**config.mk**
```make
export PLATFORM = sky130hd
export DESIGN_NAME = pc_ras
export DESIGN_NICKNAME = d
export VERILOG_FILES = /design/src/rtl/pc_pkg.sv /design/src/rtl/ras_stack.sv /design/src/rtl/pc_ras.sv
export SDC_FILE = /design/constraint.sdc
export NUM_CORES = 1
export LEC_CHECK = 0
export BUFFER_PORTS_ARGS = -buffer_cell sky130_fd_sc_hd__buf_4
export CAP_MARGIN = 20
export CORE_ASPECT_RATIO = 1.4
export CORE_UTILIZATION = 60
export DETAILED_ROUTE_END_ITERATION = 10
export PLACE_DENSITY = 0.79
export SETUP_SLACK_MARGIN = 0.02
export SYNTH_ARGS = -nofsm -noshare
export SYNTH_HDL_FRONTEND = slang
export SYNTH_HIERARCHICAL = 1
export SYNTH_SLANG_ARGS = --single-unit
```
**constraint.sdc**
```tcl
create_clock -name clk -period 5.51 [get_ports clk]
set_input_delay 0.8265 -clock clk [delete_from_list [all_inputs] [get_ports clk]]
set_output_delay 0.8265 -clock clk [all_outputs]
set_load 0.005 [all_outputs]
```
**src/rtl/pc_pkg.sv**
```systemverilog
// Shared definitions for the program counter and return-address stack.
package pc_pkg;

  localparam int unsigned XLEN_DEF      = 32;
  localparam int unsigned RAS_DEPTH_DEF = 8;
  localparam int unsigned IBYTES_DEF    = 4;

  // Next-PC command encoding.
  typedef enum logic [2:0] {
    CmdSeq     = 3'b000,
    CmdHold    = 3'b001,
    CmdRel     = 3'b010,
    CmdAbs     = 3'b011,
    CmdCallRel = 3'b100,
    CmdCallAbs = 3'b101,
    CmdRet     = 3'b110,
    CmdRsvd    = 3'b111
  } pc_cmd_e;

endpackage

```
**src/rtl/ras_stack.sv**
```systemverilog
// Circular return-address stack. A push when full overwrites the oldest entry;
// a pop when empty is refused. Clear wins over push/pop. Sticky ovf/unf flags
// are cleared only by reset.
module ras_stack
  import pc_pkg::*;
#(
  parameter int unsigned XLEN      = XLEN_DEF,
  parameter int unsigned RAS_DEPTH = RAS_DEPTH_DEF
) (
  input  logic            clk,
  input  logic            reset_n,
  input  logic            i_push,
  input  logic            i_pop,
  input  logic            i_clr,
  input  logic [XLEN-1:0] i_push_data,
  output logic [XLEN-1:0] o_top_data,
  output logic            o_empty,
  output logic            o_full,
  output logic            o_ovf,
  output logic            o_unf
);

  localparam int unsigned PtrW = $clog2(RAS_DEPTH);
  localparam int unsigned CntW = $clog2(RAS_DEPTH + 1);

  // r_top points at the next free slot; the top entry sits at r_top - 1.
  logic [XLEN-1:0] r_mem [RAS_DEPTH];
  logic [PtrW-1:0] r_top;
  logic [PtrW-1:0] w_top_nxt;
  logic [PtrW-1:0] w_top_m1;
  logic [CntW-1:0] r_cnt;
  logic [CntW-1:0] w_cnt_nxt;
  logic            r_ovf;
  logic            w_ovf_nxt;
  logic            r_unf;
  logic            w_unf_nxt;
  logic            w_wr_en;
  logic            w_empty;
  logic            w_full;

  assign w_top_m1   = r_top - PtrW'(1);
  assign w_empty    = (r_cnt == '0);
  assign w_full     = (r_cnt == CntW'(RAS_DEPTH));
  assign o_top_data = r_mem[w_top_m1];
  assign o_empty    = w_empty;
  assign o_full     = w_full;
  assign o_ovf      = r_ovf;
  assign o_unf      = r_unf;

  // Next pointer, count and sticky flags.
  always_comb begin
    w_top_nxt = r_top;
    w_cnt_nxt = r_cnt;
    w_ovf_nxt = r_ovf;
    w_unf_nxt = r_unf;
    w_wr_en   = 1'b0;
    if (i_clr) begin
      w_top_nxt = '0;
      w_cnt_nxt = '0;
    end else if (i_push) begin
      w_wr_en   = 1'b1;
      w_top_nxt = r_top + PtrW'(1);
      // When full, r_top already addresses the oldest entry.
      if (w_full) begin
        w_ovf_nxt = 1'b1;
      end else begin
        w_cnt_nxt = r_cnt + CntW'(1);
      end
    end else if (i_pop) begin
      if (w_empty) begin
        w_unf_nxt = 1'b1;
      end else begin
        w_top_nxt = w_top_m1;
        w_cnt_nxt = r_cnt - CntW'(1);
      end
    end
  end

  // Pointer, count and flag registers with synchronous reset.
  always_ff @(posedge clk) begin
    if (!reset_n) begin
      r_top <= '0;
      r_cnt <= '0;
      r_ovf <= 1'b0;
      r_unf <= 1'b0;
    end else begin
      r_top <= w_top_nxt;
      r_cnt <= w_cnt_nxt;
      r_ovf <= w_ovf_nxt;
      r_unf <= w_unf_nxt;
    end
  end

  // Entry storage; contents are not reset.
  always_ff @(posedge clk) begin
    if (reset_n && w_wr_en) begin
      r_mem[r_top] <= i_push_data;
    end
  end

endmodule

```
**src/rtl/pc_ras.sv**
```systemverilog
// Fetch program counter with next-PC command decode and a return-address
// stack for call/return prediction. All outputs come straight from registers.
module pc_ras
  import pc_pkg::*;
#(
  parameter int unsigned     XLEN      = XLEN_DEF,
  parameter int unsigned     RAS_DEPTH = RAS_DEPTH_DEF,
  parameter logic [XLEN-1:0] RESET_PC  = '0,
  parameter int unsigned     IBYTES    = IBYTES_DEF
) (
  input  logic            clk,
  input  logic            reset_n,
  input  logic            if_en,
  input  logic [2:0]      pc_cmd,
  input  logic [XLEN-1:0] pc_v,
  input  logic            ras_clr,
  output logic [XLEN-1:0] i_address,
  output logic            misaligned,
  output logic            ras_empty,
  output logic            ras_full,
  output logic            ras_ovf,
  output logic            ras_unf
);

  localparam logic [XLEN-1:0] IncVal    = XLEN'(IBYTES);
  localparam logic [XLEN-1:0] AlignMask = XLEN'(IBYTES - 1);

  pc_cmd_e         w_cmd;
  logic [XLEN-1:0] r_pc;
  logic            r_mis;
  logic [XLEN-1:0] w_pc_nxt;
  logic [XLEN-1:0] w_seq;
  logic [XLEN-1:0] w_top_data;
  logic            w_push;
  logic            w_pop;
  logic            w_empty;

  assign w_cmd = pc_cmd_e'(pc_cmd);
  assign w_seq = r_pc + IncVal;

  // Decode the command into the next PC and stack push/pop requests.
  // ras_clr suppresses push/pop; a RET under clear falls back to sequential.
  always_comb begin
    w_pc_nxt = r_pc;
    w_push   = 1'b0;
    w_pop    = 1'b0;
    if (if_en) begin
      unique case (w_cmd)
        CmdSeq, CmdRsvd: w_pc_nxt = w_seq;
        CmdHold:         w_pc_nxt = r_pc;
        CmdRel:          w_pc_nxt = r_pc + pc_v;
        CmdAbs:          w_pc_nxt = pc_v;
        CmdCallRel: begin
          w_push   = !ras_clr;
          w_pc_nxt = r_pc + pc_v;
        end
        CmdCallAbs: begin
          w_push   = !ras_clr;
          w_pc_nxt = pc_v;
        end
        CmdRet: begin
          w_pop    = !ras_clr;
          w_pc_nxt = (ras_clr || w_empty) ? w_seq : w_top_data;
        end
        default:         w_pc_nxt = w_seq;
      endcase
    end
  end

  // PC and misalignment flag registers.
  always_ff @(posedge clk) begin
    if (!reset_n) begin
      r_pc  <= RESET_PC;
      r_mis <= |(RESET_PC & AlignMask);
    end else begin
      r_pc  <= w_pc_nxt;
      r_mis <= |(w_pc_nxt & AlignMask);
    end
  end

  ras_stack #(
    .XLEN      (XLEN),
    .RAS_DEPTH (RAS_DEPTH)
  ) u_ras_stack (
    .clk         (clk),
    .reset_n     (reset_n),
    .i_push      (w_push),
    .i_pop       (w_pop),
    .i_clr       (ras_clr),
    .i_push_data (w_seq),
    .o_top_data  (w_top_data),
    .o_empty     (w_empty),
    .o_full      (ras_full),
    .o_ovf       (ras_ovf),
    .o_unf       (ras_unf)
  );

  assign i_address  = r_pc;
  assign misaligned = r_mis;
  assign ras_empty  = w_empty;

endmodule

```
==> run metrics, run 1 <==
destination of the worst register-to-register timing path i_address[23]; Min-Delay Path Depth 1; routed len/inst 25.6 um; FF-to-FF path depth 9; most used cells in the layout excluding fill and tap cells sky130_fd_sc_hd__edfxtp_1, sky130_fd_sc_hd__buf_4, sky130_fd_sc_hd__nor2_1, sky130_fd_sc_hd__mux4_2, sky130_fd_sc_hd__nand2_1; min setup slack post-route 1.89 ns; crit-path leading delay family compound AO/OA/AOI/OAI gates; flip-flop cell with the highest count after synthesis sky130_fd_sc_hd__edfxtp_1; Post-Route Setup TNS 0 ns; CTS tree done; critical path data required time 5.95 ns; CP startpoint kind register; number of nets still failing antenna checks after routing 0; fin crit share 0.657; mapped cell area 0.0148 mm^2; transition time at the pin with the least slew margin 1.01 ns; most common cell after layout, fill and taps aside sky130_fd_sc_hd__edfxtp_1; Hold Violations, Final 0; Synthesized Nets 1,150; core area 0.0241 mm^2; buffer levels on the longest clock path 3; Achievable Freq 276 MHz; post-layout utilization of the core 0.688; Hold EP u_ras_stack/o_ovf; vias per cell 6.77; class of the most critical setup path reg2reg; vias after detailed routing 9,983; number of global-route vias before repair 10,131; yosys synthesis warning count 6; post-cts resize count 0; count of buffers from port buffering 75; worst hold path startpoint u_ras_stack/o_ovf; clock latency on the worst-skew pair 0.57 ns; Finish-stage setup viols 0; type of element capturing the critical path register; Overall Global Routing Usage 0.307; total clock sinks 298; worst relative slew slack 0.327; hold buffers post-CTS 0; Synth cell types 77; count of final max-slew check failures 0; slowest cell on the critical path sky130_fd_sc_hd__dfxtp_4; skew final 0.0280 ns; Synth top area share 0.520; total wirelength of the detailed-routed design 37,800 um; async set or reset register ratio after synthesis 0; RSZ-0062 raised after global routing no; total instance count after detailed placement 1,425; antenna diode count 0; buffer count from post-CTS setup fixing 0; floorplan die width 135 um; most crowded layer after global routing met2; share of layout cells above drive strength 1 0.236; met2 track utilization from global routing 0.524; syn avg cell area 13.8 um^2; number of synthesized flops with an enable pin 256; non-filler cells in the finished layout 1,474; site row count 67; Reg2Reg Launch Point u_ras_stack/r_top[0]; sequential-to-total area share from yosys stat 0.577; DRC 0; outcome complete, no violations; count of buffer and inverter cells on the critical path 2; global-route wire length before repair 57,900 um; cell chain of the critical path inv_1 > ha_2 > buf_4 > mux4_2 > mux2_2 > a221o_1 > o31ai_1 > a211oi_1 > a211o_1; power density over the cells 295 mW/mm^2; count of state elements after synthesis 298; Syn-to-layout area delta 12.0%; CTS HTree Levels 1; maximum number of pins on one net before global-route repair 35; Die ar. 0.0253 mm^2; met1 capacity usage during global routing 0.385; Root Buffer Master sky130_fd_sc_hd__clkbuf_16; largest cells by area after synthesis sky130_fd_sc_hd__edfxtp_1, sky130_fd_sc_hd__mux4_2, sky130_fd_sc_hd__dfxtp_1; Min Hold Slack 0.470 ns; count of nets after finishing 1,222; peak supply drop 266 uV; kind of path behind the tightest hold check reg2reg; biggest cell delay along the critical path 0.78 ns; count of pins on the block boundary 76; number of cells produced by synthesis 1,073; DRT iter0 DRCs 1,053; initial antenna violation count 0; clock input transition at the sequential cells of the worst setup and hold paths 0.07 ns; Global Route met3 Usage 0.0378; Final Wtd Congestion 0.989; aggregate global routing overflow 0; dominant cell type by area after synthesis sky130_fd_sc_hd__edfxtp_1; initial core utilization 0.615; min cycle time layout 3.62 ns; leakage power total 5.76 nW; highest net fanout along the worst path 34; height of the die 188 um; Detailed Place HPWL 25,100 um; CP Data Arrival Time 4.06 ns; dpl ws 1.83 ns; CTS Buf Count 28; MaxCap Viol Count 0; first-pass detailed-route iteration total 6; worst reg-to-reg setup slack 1.89 ns
==> Yosys cell counts, drive strengths merged, types with 3 or more instances <==
master	instances
nor3	23
mux4	65
nor3b	3
nor2b	10
a22oi	5
dfxtp	42
a221oi	17
nor2	83
o21a	5
clkbuf	26
a2111oi	3
or3	7
a31oi	21
ha	36
and2	5
a211oi	4
o21bai	3
edfxtp	256
a222oi	7
a21o	16
mux2	33
buf	30
xnor2	39
and3	10
o21ai	50
a221o	11
a21oi	57
nand4	11
inv	17
and4	3
nand2	64
nand2b	7
or2	4
o31a	3
maj3	3
nor4	6
o221ai	3
o211ai	5
o31ai	8
a22o	3
xor2	22
nand3	30
==> registers in the layout, summed over array words and instances (netlist names) <==
register,count
u_ras_stack/r_top,3
u_ras_stack/r_cnt,4
u_ras_stack/o_unf,1
u_ras_stack/o_ovf,1
misaligned,1
u_ras_stack/r_mem,256
i_address,32
==> final cells by class <==
type,count,area [um^2]
flip-flops and latches,298,8530
repair buffers,98,736
inverters,18,67.6
clock inverters,11,73.8
multi-input cells,701,5960
well taps,310,388
fillers,1617,7500
clock buffers,38,798
==> power breakdown <==
group	internal, mW	leakage (nW)	switching (mW)
combinational	0.208	2.63	0.310
clock	1.01	0.437	0.819
sequential	2.48	2.69	0.0466
==> worst reg2reg max path, cell delays in order (launching register included) <==
cell	delay, ns
sky130_fd_sc_hd__dfxtp_4	0.78
sky130_fd_sc_hd__inv_1	0.20
sky130_fd_sc_hd__ha_2	0.58
sky130_fd_sc_hd__buf_4	0.44
sky130_fd_sc_hd__mux4_2	0.36
sky130_fd_sc_hd__mux2_2	0.27
sky130_fd_sc_hd__a221o_1	0.36
sky130_fd_sc_hd__o31ai_1	0.22
sky130_fd_sc_hd__a211oi_1	0.07
sky130_fd_sc_hd__a211o_1	0.23
==> worst max path at each step <==
stage / cells after the start / from / slack [ns] / end
finish: 9 / u_ras_stack/r_top[0] / 1.89 / i_address[23]
global route: 9 / u_ras_stack/r_top[0] / 1.67 / i_address[23]
CTS: 9 / u_ras_stack/r_top[0] / 1.80 / i_address[23]
detailed placement: 9 / u_ras_stack/r_top[0] / 1.83 / i_address[23]
global placement: 9 / u_ras_stack/r_top[0] / 1.92 / i_address[23]
floorplan: 5 / pc_cmd[1] / 1.11 / u_ras_stack/r_mem[1][0]
==> metal layers <==
layer | share of wire | wire [um] | vias up
met2 | 0.51 | 19300 | 507
met3 | 0.072 | 2730 | 135
li1 | - | - | 4383
met5 | 0 | 0 | -
met1 | 0.37 | 14000 | 4958
met4 | 0.048 | 1800 | 0
==> cell families (layout without fill, tap and decap cells) <==
logic type               after synthesis  after routing  synth area share
XOR/XNOR                              61             61            0.0377
multiplexers                          98             98             0.129
AO/OA/AOI/OAI                        231            231             0.105
AND/OR/NAND/NOR                      270            270            0.0910
adder cells (fa/ha/maj)               41             41            0.0352
buffers and inverters                 74            165            0.0250
flip-flops                           298            298             0.577
==> through the flow <==
stage,total power [mW],instance area (um^2)
after floorplan,2.90,14800
after global placement,3.07,15700
after detailed placement,3.08,15700
after CTS,4.89,16600
after global routing,5.02,16600
final,4.88,16600
Power figures use the tool's default switching activity.
==> inputs of run 2 (changes only) <==
--- a/config.mk
+++ b/config.mk
@@ -8,9 +8,9 @@
 export BUFFER_PORTS_ARGS = -buffer_cell sky130_fd_sc_hd__buf_4
 export CAP_MARGIN = 20
 export CORE_ASPECT_RATIO = 1.4
-export CORE_UTILIZATION = 60
+export CORE_UTILIZATION = 56
 export DETAILED_ROUTE_END_ITERATION = 10
-export PLACE_DENSITY = 0.79
+export PLACE_DENSITY = 0.78
 export SETUP_SLACK_MARGIN = 0.02
 export SYNTH_ARGS = -nofsm -noshare
 export SYNTH_HDL_FRONTEND = slang
==> constraint.sdc (replaced) <==
create_clock -name clk -period 2.95 [get_ports clk]
set_input_delay 0.4425 -clock clk [delete_from_list [all_inputs] [get_ports clk]]
set_output_delay 0.4425 -clock clk [all_outputs]
set_load 0.005 [all_outputs]
==> run 2 against run 1 <==
Net effect: flip-flop and latch count unchanged; critical endpoint is now i_address[30]; global-route usage decreased by 1.4 points; die area up 7.1%; combinational power grew 120%; final cell count increased by 6.0%; largest power group unchanged; clock power increased by 87%; register-to-register slack got worse by 1.8 ns; worst setup slack got worse by 1.8 ns; clock-buffer cell count shrank 6; clock skew is 0.019 ns lower.
==> run metrics, run 2 (synthesis results as in run 1) <==
fin crit share 0.959 (was 0.657); Overall Global Routing Usage 0.293 (was 0.307); Post-Route Setup TNS 0 ns (unchanged); Root Buffer Master sky130_fd_sc_hd__clkbuf_16 (unchanged); Die ar. 0.0271 mm^2 (was 0.0253 mm^2); Detailed Place HPWL 27,000 um (was 25,100 um); aggregate global routing overflow 0 (unchanged); type of element capturing the critical path register (unchanged); Min Hold Slack 0.228 ns (was 0.470 ns); RSZ-0062 raised after global routing yes (was no); Final Wtd Congestion 0.965 (was 0.989); global-route wire length before repair 59,500 um (was 57,900 um); CTS Buf Count 27 (was 28); total wirelength of the detailed-routed design 39,000 um (was 37,800 um); routed len/inst 25.0 um (was 25.6 um); MaxCap Viol Count 0 (unchanged); critical path data required time 3.39 ns (was 5.95 ns); register bank with the most flops u_ras_stack/r_mem (unchanged); initial core utilization 0.568 (was 0.615); CTS tree done (unchanged); total instance count after detailed placement 1,510 (was 1,425); site row count 70 (was 67); count of final max-slew check failures 0 (unchanged); initial antenna violation count 0 (unchanged); min cycle time layout 2.83 ns (was 3.62 ns); outcome complete, no violations (unchanged); kind of path behind the tightest hold check in2reg (was reg2reg); count of buffers from port buffering 75 (unchanged); count of pins on the block boundary 76 (unchanged); flip-flop count of the largest register after layout 256 (unchanged); final standard cell area without fillers 0.0173 mm^2 (was 0.0166 mm^2); min setup slack post-route 0.121 ns (was 1.89 ns); CP startpoint kind register (unchanged); DRT iter0 DRCs 878 (was 1,053); most used cells in the layout excluding fill and tap cells sky130_fd_sc_hd__edfxtp_1, sky130_fd_sc_hd__buf_4, sky130_fd_sc_hd__nor2_1, sky130_fd_sc_hd__mux4_2, sky130_fd_sc_hd__nand2_1 (unchanged); buffer levels on the longest clock path 3 (unchanged); antenna diode count 0 (unchanged); peak supply drop 504 uV (was 266 uV); vias after detailed routing 10,301 (was 9,983); Finish-stage setup viols 0 (unchanged); clock latency on the worst-skew pair 0.55 ns (was 0.57 ns); transition time at the pin with the least slew margin 0.774 ns (was 1.01 ns); class of the most critical setup path reg2reg (unchanged); dpl ws -0.187 ns (was 1.83 ns); worst relative slew slack 0.483 (was 0.327); Syn-to-layout area delta 16.8% (was 12.0%); non-filler cells in the finished layout 1,562 (was 1,474); vias per cell 6.59 (was 6.77); Hold Violations, Final 0 (unchanged); number of global-route vias before repair 10,292 (was 10,131); first-pass detailed-route iteration total 8 (was 6); floorplan die width 139 um (was 135 um); area post-placement 0.0163 mm^2 (was 0.0157 mm^2); power density over the cells 535 mW/mm^2 (was 295 mW/mm^2); height of the die 194 um (was 188 um); highest net fanout along the worst path 2 (was 34); share of layout cells above drive strength 1 0.288 (was 0.236); skew final 0.00944 ns (was 0.0280 ns); DRC 0 (unchanged); total clock sinks 298 (unchanged); maximum number of pins on one net before global-route repair 29 (was 35); clock input transition at the sequential cells of the worst setup and hold paths 0.07 ns (about the same); leakage power total 6.15 nW (was 5.76 nW); count of nets after finishing 1,295 (was 1,222); core area 0.0260 mm^2 (was 0.0241 mm^2); CTS HTree Levels 1 (unchanged); CP Data Arrival Time 3.26 ns (was 4.06 ns); number of nets still failing antenna checks after routing 0 (unchanged); Achievable Freq 353 MHz (was 276 MHz); most common cell after layout, fill and taps aside sky130_fd_sc_hd__edfxtp_1 (unchanged)
run 2: metrics by stage:
stage	utilization	power (mW)
3_3_place_gp	0.627	5.84
6_report	0.664	9.24
5_1_grt	0.664	9.52
3_5_place_dp	0.627	5.86
4_1_cts	0.660	9.25
2_1_floorplan	-	5.43
run 2: report_power, final:
| group | internal, mW | total [mW] | switching, mW |
|---|---|---|---|
| logic | 0.472 | 1.13 | 0.654 |
| registers | 4.64 | 4.69 | 0.0536 |
| clock network | 1.89 | 3.42 | 1.53 |
| total | 7.00 | 9.24 | 2.24 |
run 2: repair_timing:
item,4_1_cts,5_1_grt
endpoints found under the setup margin,1,18
gates resized for setup,1,14
endpoints found under the hold margin,0,0
pin swaps,0,1
gates cloned,0,1
hold buffers,0,0
setup buffers,0,2
run 2: worst paths after layout:
kind,endpoint,from,depth (start not counted),slack [ns]
worst min-delay path,i_address[29],pc_v[29],3,0.23
worst max-delay path,i_address[30],i_address[0],12,0.12
worst min register to register,u_ras_stack/o_ovf,u_ras_stack/o_ovf,1,0.47
worst max register to register,i_address[30],i_address[0],12,0.12
run 2: layout make-up:
type,instances,area [um^2]
clock buffers,32,704
clock inverters,17,150
fillers,1802,8740
inverters,18,67.6
multi-input cells,701,6030
flip-flops and latches,298,8530
well taps,324,405
repair buffers,172,1380
run 2: critical path, cell delays in order (launching register included):
cell and delay (ns):
sky130_fd_sc_hd__dfxtp_1 0.33, sky130_fd_sc_hd__ha_1 0.18, sky130_fd_sc_hd__inv_1 0.06, sky130_fd_sc_hd__fa_2 0.37
sky130_fd_sc_hd__nor2b_4 0.14, sky130_fd_sc_hd__o31ai_1 0.10, sky130_fd_sc_hd__a21o_1 0.21, sky130_fd_sc_hd__a2111o_1 0.43
sky130_fd_sc_hd__a31oi_2 0.23, sky130_fd_sc_hd__a311oi_1 0.15, sky130_fd_sc_hd__xnor2_1 0.18, sky130_fd_sc_hd__a221oi_2 0.28
sky130_fd_sc_hd__nor2_2 0.05
run 2: per-layer routing:
| metal | up-vias | routed length, um | global-route usage |
|---|---|---|---|
| met1 | 5120 | 14400 | 0.371 |
| met5 | - | 0 | 0 |
| met3 | 143 | 2850 | 0.0311 |
| met2 | 524 | 19500 | 0.492 |
| met4 | 0 | 2180 | 0.169 |
| li1 | 4514 | - | - |
